<file path="config.mk">
export PLATFORM = sky130hd
export DESIGN_NAME = mul16_seq
export DESIGN_NICKNAME = d
export VERILOG_FILES = /design/src/rtl/hack_pkg.sv /design/src/rtl/Add16.sv /design/src/rtl/mul16_seq.sv
export SDC_FILE = /design/constraint.sdc
export NUM_CORES = 1
export LEC_CHECK = 0
export CAP_MARGIN = 15
export CORE_AREA = 4 4 88 73
export CTS_CLUSTER_SIZE = 10
export DETAILED_ROUTE_END_ITERATION = 8
export DIE_AREA = 0 0 92 77
export GPL_ROUTABILITY_DRIVEN = 0
export PLACE_DENSITY = 0.77
export SETUP_SLACK_MARGIN = 0.1
export SKIP_CTS_REPAIR_TIMING = 1
export SLEW_MARGIN = 20
export SYNTH_ARGS = -nofsm -noshare
export SYNTH_HDL_FRONTEND = slang
export SYNTH_SLANG_ARGS = --single-unit
</file>
<file path="constraint.sdc">
create_clock -name clk -period 19.04 [get_ports clk]
set_input_delay 2.856 -clock clk [delete_from_list [all_inputs] [get_ports clk]]
set_output_delay 2.856 -clock clk [all_outputs]
set_load 0.02 [all_outputs]
</file>
<file path="src/rtl/hack_pkg.sv">
// Shared Hack CPU helper definitions: machine word width and multiplier FSM states.
package hack_pkg;
    localparam int WORD_W = 16;

    typedef enum logic [1:0] {
        IDLE = 2'd0,
        RUN  = 2'd1,
        DONE = 2'd2
    } mul_state_t;
endpackage

</file>
<file path="src/rtl/Add16.sv">
// Ripple-carry adder of the Hack datapath; the carry-out is not produced since
// every user works modulo 2^W.
module Add16
    import hack_pkg::*;
#(
    parameter int W = WORD_W
) (
    input  logic [W-1:0] x,
    input  logic [W-1:0] y,
    output logic [W-1:0] sum
);
    logic [W-1:0] carry;

    assign carry[0] = 1'b0;

    for (genvar i = 0; i < W; i++) begin : g_bit
        assign sum[i] = x[i] ^ y[i] ^ carry[i];
        if (i < W - 1) begin : g_carry
            assign carry[i+1] = (x[i] & y[i]) | (carry[i] & (x[i] ^ y[i]));
        end
    end
endmodule

</file>
<file path="src/rtl/mul16_seq.sv">
// Sequential shift-and-add multiplier returning the low WIDTH bits of a*b,
// one partial product per clock through a single shared Add16.
module mul16_seq
    import hack_pkg::*;
#(
    parameter int WIDTH      = WORD_W,
    parameter bit EARLY_EXIT = 1'b0
) (
    input  logic             clk,
    input  logic             reset_n,
    input  logic             in_valid,
    output logic             in_ready,
    input  logic [WIDTH-1:0] a,
    input  logic [WIDTH-1:0] b,
    output logic             out_valid,
    input  logic             out_ready,
    output logic [WIDTH-1:0] out,
    output logic             busy
);
    localparam int CNT_W = $clog2(WIDTH) + 1;

    // Handshakes: a transfer happens on a rising edge where valid and ready are
    // both high; in_ready is high only in IDLE, out_valid only in DONE, and
    // out/out_valid stay stable until out_ready is seen.
    mul_state_t       state, state_nxt;
    logic [WIDTH-1:0] mcand, mcand_nxt;
    logic [WIDTH-1:0] mplier, mplier_nxt;
    logic [WIDTH-1:0] acc, acc_nxt;
    logic [WIDTH-1:0] sum;
    logic [CNT_W-1:0] cnt, cnt_nxt;
    logic             last_step;

    Add16 #(.W(WIDTH)) u_add (
        .x   (acc),
        .y   (mcand),
        .sum (sum)
    );

    always_ff @(posedge clk) begin
        if (!reset_n) begin
            state  <= IDLE;
            mcand  <= '0;
            mplier <= '0;
            acc    <= '0;
            cnt    <= '0;
        end else begin
            state  <= state_nxt;
            mcand  <= mcand_nxt;
            mplier <= mplier_nxt;
            acc    <= acc_nxt;
            cnt    <= cnt_nxt;
        end
    end

    always_comb begin
        state_nxt  = state;
        mcand_nxt  = mcand;
        mplier_nxt = mplier;
        acc_nxt    = acc;
        cnt_nxt    = cnt;
        // Early exit fires once no set multiplier bits remain above the current one.
        last_step  = (cnt == CNT_W'(WIDTH - 1)) ||
                     (EARLY_EXIT && (mplier[WIDTH-1:1] == '0));
        unique case (state)
            IDLE: begin
                if (in_valid) begin
                    mcand_nxt  = a;
                    mplier_nxt = b;
                    acc_nxt    = '0;
                    cnt_nxt    = '0;
                    state_nxt  = RUN;
                end
            end
            RUN: begin
                if (mplier[0]) begin
                    acc_nxt = sum;
                end
                mcand_nxt  = mcand << 1;
                mplier_nxt = mplier >> 1;
                cnt_nxt    = cnt + CNT_W'(1);
                if (last_step) begin
                    state_nxt = DONE;
                end
            end
            DONE: begin
                if (out_ready) begin
                    state_nxt = IDLE;
                end
            end
            default: state_nxt = IDLE;
        endcase
    end

    assign in_ready  = (state == IDLE);
    assign out_valid = (state == DONE);
    assign busy      = (state != IDLE);
    assign out       = acc;
endmodule
</file>
==> metrics.md, run 1 <==
| Metric | Value |
|---|---|
| Run status | `finished clean` |
| Max Root-Sink Buffers | `2` |
| Clk slew on worst S/H paths | `roughly 100 ps` |
| CP Capture Type | `flop` |
| Top cells by area, synth | `dfxtp_1 41%, fa_1 10%, o2bb2ai_1 9.0%` |
| Maximum vdd drop | `0.0464 mV` |
| Min-Delay Path Class | `flop to flop` |
| Nets | `385` |
| Max Cap Violations | `0` |
| Initial core utilization | `49.7%` |
| Worst-path cell chain | `ha_1, inv_1, fa_1, fa_1, fa_1, fa_1, fa_1, fa_1, fa_1, fa_1, fa_1, fa_1, fa_1, fa_1, inv_1, fa_1, inv_1, fa_1, xnor2_1, nand3_1, mux2_2` |
| Fin crit share | `about a third` |
| Clock power share | `28.7%` |
| WP data required | `19240 ps` |
| Detail Route Antenna Nets | `0` |
| Reg2reg end | `out[15]` |
| Vias in the first global route | `2109` |
| Hpwl dp | `4.25 mm` |
| Critical Path Max Stage Delay | `400 ps` |
| CTS tree | `built` |
| Antenna violations before repair | `0` |
| WL final | `6.01 mm` |
| Site row count | `24` |
| Congestion Overflow GR | `0` |
| Critical Path AT | `6760 ps` |
| Final Hold Fails | `0` |
| Peak Freq | `152 MHz` |
| Clk Latency, worst-skew pair | `310 ps` |
| RSZ-0062 raised after global routing | `false` |
| Post-synth EDFFs | `0` |
| Avg Vias per Cell | `between 5 and 6` |
| Cell taking the most area after synthesis | `dfxtp_1` |
| Worst r2r src | `out[0]` |
| Crit path from | `out[0]` |
| Buffers on Ports | `54` |
| Synth top area share | `40.5%` |
| Worst Path Class, Setup | `flop to flop` |
| Library cells used by synthesis | `37` |
| Slowest-stage cell, CP | `fa_1` |
| Final worst slack | `12470 ps` |
| Syn_nets | `roughly 340` |
| Worst Reg2Reg Path Length in Cells | `21` |
| End of the critical path | `out[15]` |
| DRT iter0 DRCs | `125` |
| Worst-Margin Slew | `744 ps` |
| Top-count cell post-synth | `dfxtp_1` |
| Htree depth | `2` |
| Mapped Cells | `291` |
| Slew Limit Fails | `0` |
| CTS buffer count | `5` |
| TNS Setup | `0 ps` |
| Residual DRC count | `0` |
| R2R setup slack | `between 10000 and 15000 ps` |
| DIE HEIGHT | `77 um` |
| Gr usage total | `17.7%` |
| Ant. Diodes | `0` |
| Avg WL per Cell | `14.6 um` |
| Cell-internal power | `173 uW` |
| Largest net degree at the start of global routing | `34` |
| # IOs | `55` |
| Commonest cells in the netlist | `55 x dfxtp_1, 36 x inv_1, 31 x nor2_1` |
| Synth Area per Inst | `9.34 um^2` |
| First-pass GRT wire length | `10.2 mm` |
| Routed vias | `2212` |
| Sw Share | `27.1%` |
| TritonCTS sink count | `55` |
| Sequential Power Share | `a little over half` |
| Flops & latches, synth | `55` |
| Pwr dens | `70.5 nW/um^2` |
| Mapped cell area | `2720 um^2` |
| Die area | `between 7000 and 8000 um^2` |
| Multi-input logic area | `1370 um^2` |
| Crit path top cell by count | `fa_1` |
| Slew margin rel. | `~50%` |
| Warnings, synthesis | `0` |
| Leakage Power | `0.00118 uW` |
| Crit path max fanout | `3` |
| Drt pass-1 iters | `4` |
| Logic pwr share | `between 10% and 20%` |
| Setup violators final | `0` |
| Switch Pwr | `approximately 64 uW` |
| Placeable Area | `5470 um^2` |
| Sequential area share after synthesis | `40.5%` |
| CTS root buf | `clkbuf_8` |
| Synth-to-Final Area Change | `23.5%` |
| Post-route clock skew | `13.1 ps` |
| Layout cell share with drive strength beyond 1 | `4.80%` |
| Reg area | `1100 um^2` |
| CP Launch Type | `flop` |
| Primary FF master, synth | `dfxtp_1` |
| Setup Slack @ Placement | `between 10000 and 15000 ps` |
| FFs w/ async S/R, synth | `0%` |
| Fillers | `492` |
| Die Wd | `92 um` |
| Final min period | `6570 ps` |
==> metal layers <==
layer,share of wire (%),wire (um),track usage (%),vias up
met5,0,0,0,-
met2,46,2770,26.7,59
li1,-,-,-,1100
met3,5.8,350,4.31,7
met4,0.95,57,4.15,0
met1,47,2830,25.5,1046
==> logic make-up (layout without fill, tap and decap cells) <==
group / count (synthesis) / count (layout) / synth area share [%]
adder cells (fa/ha/maj): 17 / 17 / 11.7
AND/OR/NAND/NOR: 50 / 50 / 7.97
buffers and inverters: 59 / 101 / 9.25
XOR/XNOR: 1 / 1 / 0.322
flip-flops: 55 / 55 / 40.5
AO/OA/AOI/OAI: 106 / 106 / 28.9
multiplexers: 3 / 3 / 1.33
==> flip-flops by register name (all words and copies together), names as in the netlist <==
signal and count:
out 16, state 2, mcand 16, mplier 16
cnt 5
==> area by class of cell <==
type	instances	area share [%]
multi-input cells	177	40.7
repair buffers	57	16.8
inverters	36	4.03
clock buffers	7	2.57
flip-flops and latches	55	32.8
well taps	78	2.91
clock inverters	1	0.261
==> worst max-delay path: cells and delay by family, from the launching register on <==
family / cells / cell delay, ps
fa+ha+maj: 15 / 5360
flops: 1 / 370
mux: 1 / 320
buf+inv: 3 / 190
xor+xnor: 1 / 140
simple gates: 1 / 90
==> placed cells by master (no fill, tap or decap), types with 2 or more instances in the layout <==
cell	n
o22ai_1	6
clkbuf_8	6
dfxtp_1	55
o21ai_0	18
nor2b_1	2
a22o_1	12
clkdlybuf4s50_1	54
inv_1	36
a21oi_1	18
nand3_1	4
nor2_1	31
a221oi_1	13
nand2_1	6
o2bb2ai_1	28
ha_1	3
buf_4	3
fa_1	14
a22oi_1	2
and3_1	3
o32a_1	2
==> power groups by stage <==
stage	Sequential (uW)	Clock, uW	Combinational [uW]
2_1_floorplan	128	0	28.2
3_3_place_gp	129	0	41.0
3_5_place_dp	130	0	41.8
4_1_cts	127	69.3	42.0
5_1_grt	128	74.8	46.5
6_report	127	68.0	41.5
==> stage by stage <==
stage	util [%]	instances	instance area, um^2	hold WS, ps	total power [uW]
3_5_place_dp	59.7	403	3260	473	172
5_1_grt	61.4	411	3360	504	250
6_report	61.4	411	3360	485	237
3_3_place_gp	59.7	403	3260	467	170
2_1_floorplan	-	291	2720	454	157
4_1_cts	61.4	411	3360	487	239
==> worst min-delay path by stage <==
| stage | startpoint | endpoint | cells past startpoint |
|---|---|---|---|
| floorplan | mplier[15] | mplier[15] | 2 |
| global placement | out[2] | out[2] | 1 |
| global route | out[2] | out[2] | 1 |
| finish | out[3] | out[3] | 1 |
| detailed placement | out[5] | out[5] | 1 |
| CTS | out[5] | out[5] | 1 |
No activity file was read; power rests on OpenSTA's default activity.
==> run 2: changes to the inputs <==
--- a/config.mk
+++ b/config.mk
@@ -6,12 +6,12 @@
 export NUM_CORES = 1
 export LEC_CHECK = 0
 export CAP_MARGIN = 15
-export CORE_AREA = 4 4 88 73
+export CORE_AREA = 4 4 91 76
 export CTS_CLUSTER_SIZE = 10
 export DETAILED_ROUTE_END_ITERATION = 8
-export DIE_AREA = 0 0 92 77
+export DIE_AREA = 0 0 95 80
 export GPL_ROUTABILITY_DRIVEN = 0
-export PLACE_DENSITY = 0.77
+export PLACE_DENSITY = 0.75
 export SETUP_SLACK_MARGIN = 0.1
 export SKIP_CTS_REPAIR_TIMING = 1
 export SLEW_MARGIN = 20
==> constraint.sdc (replaced) <==
create_clock -name clk -period 5.3 [get_ports clk]
set_input_delay 0.795 -clock clk [delete_from_list [all_inputs] [get_ports clk]]
set_output_delay 0.795 -clock clk [all_outputs]
set_load 0.02 [all_outputs]
==> run 2 against run 1 <==
  * The flow now finishes with violations (negative setup slack)
  * Final cell count up 1.9%
  * Fmax up 11%
  * Non-clock buffer count increased by 5
  * Count of clock-buffer cells in the layout shrank 2
  * Utilization down 3.0 points
  * Power increased to 3.6 times the previous value
  * Clock skew shrank 4.5 ps
  * Largest cell class unchanged
  * Highest routed layer unchanged
==> metrics.md, run 2 (synthesis gave the netlist of run 1 again) <==
| Metric | Value |
|---|---|
| # IOs | `55 (unchanged)` |
| CP Capture Type | `flop` |
| GRT busiest layer | `met2` |
| CP Launch Type | `flop` |
| DIE HEIGHT | `80 um (+3.9%)` |
| GR met2 Demand/Resource | `28.5% (+1.8 points)` |
| DRT iter0 DRCs | `166 (+33%)` |
| Violated checks | `negative setup slack` |
| TNS Setup | `-1070 ps (-1070 ps)` |
| Site row count | `25 (+4.2%)` |
| Avg WL per Cell | `15.3 um (+4.4%)` |
| Hold slack | `491 ps (+5.26 ps)` |
| Fin crit share | `112% (+77 points)` |
| Post-route clock skew | `8.60 ps (-4.48 ps)` |
| Layout cell share with drive strength beyond 1 | `12.1% (+7.3 points)` |
| Leakage Power | `0.00121 uW (+2.6%)` |
| First-pass GRT wire length | `10.6 mm (+4.0%)` |
| Placed cell area | `3350 um^2 (+2.7%)` |
| Final Hold Fails | `0 (unchanged)` |
| Crit path max fanout | `2 (-1)` |
| Final worst slack | `-621 ps (-13100 ps)` |
| Htree depth | `2 (unchanged)` |
| Overall Power | `840 uW (+260%)` |
| Worst-Margin Slew | `775 ps (+31.6 ps)` |
| Ant. Diodes | `0 (unchanged)` |
| Clk Latency, worst-skew pair | `310 ps (about the same)` |
| Most common cell after layout, fill and taps aside | `clkdlybuf4s50_1` |
| Slew margin rel. | `48.3% (-2.1 points)` |
| CTS buffer count | `5 (unchanged)` |
| Vias in the first global route | `2194 (+4.0%)` |
| Routed vias | `2273 (+2.8%)` |
| Clk slew on worst S/H paths | `100 ps (about the same)` |
| Max Root-Sink Buffers | `2 (unchanged)` |
| Slew Limit Fails | `0 (unchanged)` |
| Worst Path Class, Setup | `flop to flop` |
| Largest net degree at the start of global routing | `47 (+38%)` |
| Run status | `finished with violations` |
| Final min period | `5920 ps (-645 ps)` |
| WP data required | `5500 ps (-13740 ps)` |
| Met3 usage | `3.58% (-0.72 points)` |
| Critical Path AT | `6120 ps (-640 ps)` |
| Peak Freq | `169 MHz (+11%)` |
| CTS tree | `built` |
| Final Cell Area | `3440 um^2 (+2.4%)` |
| Hpwl dp | `4.49 mm (+5.7%)` |
| CTS root buf | `clkbuf_8` |
| Nets | `390 (+1.3%)` |
| Min-Delay Path Class | `flop to flop` |
| Maximum vdd drop | `0.176 mV (+280%)` |
| Fillers | `564 (+15%)` |
| Drt pass-1 iters | `4 (unchanged)` |
| Met1 Usage GRT | `23.8% (-1.8 points)` |
| Avg Vias per Cell | `5.42 (+0.80%)` |
| Initial core utilization | `46.2% (-3.5 points)` |
| Die Wd | `95 um (+3.3%)` |
| WL final | `6.39 mm (+6.4%)` |
| Setup violators final | `3 (+3)` |
| Buffers on Ports | `54 (unchanged)` |
| Max Cap Violations | `0 (unchanged)` |
| Antenna violations before repair | `0 (unchanged)` |
| Die area | `7600 um^2 (+7.3%)` |
| TritonCTS sink count | `55 (unchanged)` |
| RSZ-0062 raised after global routing | `true` |
| Setup Slack @ Placement | `-726 ps (-13170 ps)` |
| Pwr dens | `244 nW/um^2 (+250%)` |
| Residual DRC count | `0 (unchanged)` |
| Congestion Overflow GR | `0 (unchanged)` |
| Most frequent cells in the layout | `54 x clkdlybuf4s50_1, 52 x dfxtp_1, 34 x inv_1` |
| Synth-to-Final Area Change | `26.5%` |
| Detail Route Antenna Nets | `0 (unchanged)` |
| Gr usage total | `17.5% (-0.19 points)` |
| Placeable Area | `5880 um^2 (+7.6%)` |
[run 2: layer usage]
metal,up-vias,wire (um)
met1,1099,3040
met3,5,276
met5,-,0
met2,48,3030
met4,0,43
li1,1121,-
[run 2: worst max-delay path: stages (launching register included)]
cell     delay [ps]
dfxtp_4         370
ha_4            120
inv_2            30
fa_2            330
fa_2            350
fa_2            350
fa_2            340
fa_2            340
fa_2            340
fa_2            340
fa_2            350
fa_2            350
fa_2            350
fa_2            350
fa_2            340
inv_2            60
fa_1            160
inv_1            50
fa_2            330
xnor2_1         130
nand3_1          80
mux2_2          330
[run 2: stage by stage]
step,utilization [%],std cells
global route,58.5,419
floorplan,-,291
detailed placement,57.0,411
CTS,58.4,419
finish,58.5,419
global placement,57.0,411
[run 2: path summary, 6_finish.rpt]
kind / startpoint / end / slack, ps / depth (start not counted)
hold / removal: out[4] / out[4] / 490 / 1
setup / recovery: out[0] / out[15] / -620 / 21
hold reg to reg: out[4] / out[4] / 490 / 1
setup reg to reg: out[0] / out[15] / -620 / 21
[run 2: where the power goes]
group	total (uW)	internal, uW	leakage [uW]	switching, uW
clock	228	91.0	0.0000477	137
combinational	159	75.5	0.000711	83.3
sequential	453	440	0.000454	13.3
[run 2: cell type report]
class                           count  area (um^2)  share of cell area, %
Clock buffer                        5         68.8                   2.00
Clock inverter                      3         15.0                  0.437
Inverter                           36          135                   3.93
Multi-Input combinational cell    177         1410                   41.0
Sequential cell                    55         1110                   32.2
Tap cell                           81          101                   2.95
Timing Repair Buffer               62          601                   17.5
==> run 3: changes to the inputs <==
--- a/config.mk
+++ b/config.mk
@@ -6,12 +6,11 @@
 export NUM_CORES = 1
 export LEC_CHECK = 0
 export CAP_MARGIN = 15
-export CORE_AREA = 4 4 91 76
+export CORE_AREA = 4 4 104 86
 export CTS_CLUSTER_SIZE = 10
 export DETAILED_ROUTE_END_ITERATION = 8
-export DIE_AREA = 0 0 95 80
+export DIE_AREA = 0 0 108 90
 export GPL_ROUTABILITY_DRIVEN = 0
-export PLACE_DENSITY = 0.75
 export SETUP_SLACK_MARGIN = 0.1
 export SKIP_CTS_REPAIR_TIMING = 1
 export SLEW_MARGIN = 20
==> run 3 against run 2 <==
  * The run still ends with negative setup slack left
  * Sequential share of layout area decreased by 0.55 points
  * Power up 5.4%
  * Worst setup slack gained 22 ps
  * Die area increased by 28%
  * First-iteration DRC count down 5.4%
  * Sequential cell count unchanged
  * Critical path type unchanged
  * Critical endpoint unchanged
==> metrics.md, run 3 (synthesis gave the netlist of run 1 again) <==
| Metric | Value |
|---|---|
| Avg WL per Cell | `14.7 um (-3.4%)` |
| Vias in the first global route | `2202 (+0.36%)` |
| Leakage Power | `0.00122 uW (+0.96%)` |
| Crit path max fanout | `2 (unchanged)` |
| Most frequent cells in the layout | `54 x clkdlybuf4s50_1, 52 x dfxtp_1, 34 x inv_1` |
| Setup violators final | `3 (unchanged)` |
| Htree depth | `2 (unchanged)` |
| Gr usage total | `13.8% (-3.7 points)` |
| Hold path depth | `1 (unchanged)` |
| Placed cells | `438 (+6.6%)` |
| Pwr dens | `253 nW/um^2 (+3.6%)` |
| TNS Setup | `-970 ps (+103 ps)` |
| Multi-input logic area | `1420 um^2 (+0.53%)` |
| Buffers on Ports | `54 (unchanged)` |
| DIE HEIGHT | `90 um (+13%)` |
| Placed cell area | `3380 um^2 (+1.0%)` |
| Site row count | `29 (+16%)` |
| Final worst slack | `-598 ps (+22.5 ps)` |
| Layout cell share with drive strength beyond 1 | `11.9% (-0.26 points)` |
| WP data required | `5510 ps (about the same)` |
| CTS root buf | `clkbuf_8` |
| Drt pass-1 iters | `4 (unchanged)` |
| Maximum vdd drop | `0.129 mV (-27%)` |
| Clk slew on worst S/H paths | `100 ps (about the same)` |
| Fin crit share | `111% (-0.42 points)` |
| Peak Freq | `170 MHz (+0.38%)` |
| Initial core utilization | `34.5% (-12 points)` |
| # IOs | `55 (unchanged)` |
| Critical Path Max Stage Delay | `370 ps (about the same)` |
| Avg Vias per Cell | `5.11 (-5.8%)` |
| Buffers & Inverters on Critical Path | `3 (unchanged)` |
| WL final | `6.56 mm (+2.6%)` |
| Min-Delay Path Class | `flop to flop` |
| Slew Limit Fails | `0 (unchanged)` |
| Post-route clock skew | `8.55 ps (-0.0478 ps)` |
| Final Hold Fails | `0 (unchanged)` |
| Worst Path Class, Setup | `flop to flop` |
| Routed vias | `2274 (+0.044%)` |
| End of the worst hold path | `out[10]` |
| Critical Path AT | `6100 ps (-20 ps)` |
| CP Capture Type | `flop` |
| Clk Latency, worst-skew pair | `300 ps (about the same)` |
| Critical hold path startpoint | `out[10]` |
| Violated checks | `negative setup slack` |
| Antenna violations before repair | `0 (unchanged)` |
| Run status | `finished with violations` |
| Most common cell after layout, fill and taps aside | `clkdlybuf4s50_1` |
| Slew margin rel. | `46.8% (-1.4 points)` |
| Fin cells | `445 (+6.2%)` |
| Worst path top cell family by delay | `adder cells` |
| Max Cap Violations | `0 (unchanged)` |
| Crit path top cell by count | `fa_2` |
| Synth-to-Final Area Change | `28.7%` |
| Worst r2r src | `out[0]` |
| Die area | `9720 um^2 (+28%)` |
| Slowest-stage cell, CP | `dfxtp_4` |
| Reg2reg end | `out[15]` |
| Placeable Area | `7870 um^2 (+34%)` |
| Worst-Margin Slew | `795 ps (+19.7 ps)` |
| Die Wd | `108 um (+14%)` |
| Largest net degree at the start of global routing | `27 (-43%)` |
| Nets | `390 (unchanged)` |
| Hold slack | `485 ps (-5.34 ps)` |
| Reg area | `1110 um^2 (unchanged)` |
| Congestion Overflow GR | `0 (unchanged)` |
| Final Cell Area | `3500 um^2 (+1.7%)` |
| CTS tree | `built` |
| Worst-path cell chain | `ha_4, inv_2, fa_2, fa_2, fa_2, fa_2, fa_2, fa_2, fa_2, fa_2, fa_2, fa_2, fa_2, fa_2, inv_2, fa_1, inv_1, fa_2, xnor2_2, nand3_1, mux2_2` |
| First-pass GRT wire length | `11.0 mm (+3.2%)` |
| Final min period | `5900 ps (-22.5 ps)` |
| DRT iter0 DRCs | `157 (-5.4%)` |
| Max Root-Sink Buffers | `2 (unchanged)` |
| Fillers | `763 (+35%)` |
| CP Launch Type | `flop` |
| Hpwl dp | `4.48 mm (-0.28%)` |
| CTS buffer count | `5 (unchanged)` |
| Detail Route Antenna Nets | `0 (unchanged)` |
| Residual DRC count | `0 (unchanged)` |
| Worst Reg2Reg Path Length in Cells | `21 (unchanged)` |
| TritonCTS sink count | `55 (unchanged)` |
| RSZ-0062 raised after global routing | `true` |
| R2R setup slack | `-600 ps (+20 ps)` |
| Ant. Diodes | `0 (unchanged)` |
-- run 3: cell count changes in the layout (fill, tap and decap cells not counted), sizes merged --
cell	delta
bufinv	+1
clkbuf	+1
clkinv	-3
-- run 3: area by class of cell --
class,count,share of cell area (%)
inverters,36,3.86
flip-flops and latches,55,31.7
clock inverters,1,0.858
multi-input cells,177,40.5
clock buffers,6,2.07
repair buffers,62,17.2
well taps,108,3.86
-- run 3: metal layers --
layer	vias up	wire length, um	share of wire [%]	global-route usage (%)
met3	9	244	3.7	2.65
met1	1102	3210	49	19.6
met4	0	85	1.3	3.79
met5	-	0	0	0
met2	48	3020	46	21.3
li1	1115	-	-	-
-- run 3: stage by stage --
| stage | power [uW] | setup slack (ps) | util (%) |
|---|---|---|---|
| after floorplan | 564 | -536 | - |
| after global placement | 620 | -598 | 43.0 |
| after detailed placement | 622 | -674 | 43.0 |
| after CTS | 894 | -682 | 44.3 |
| after global routing | 933 | -759 | 44.4 |
| final | 886 | -598 | 44.4 |
-- run 3: report_power, final --
part	internal, uW	switching (uW)	total, uW
sequential	440	17.0	457
combinational	75.6	79.6	155
clock	139	135	274
-- run 3: worst max path at each step --
| stage | start | endpoint | slack (ps) | depth (start not counted) |
|---|---|---|---|---|
| floorplan | out[0] | out[15] | -540 | 21 |
| global placement | mcand[0] | out[15] | -600 | 21 |
| detailed placement | mcand[0] | out[15] | -670 | 21 |
| CTS | mcand[0] | out[15] | -680 | 21 |
| global route | out[0] | out[15] | -760 | 21 |
| finish | out[0] | out[15] | -600 | 21 |
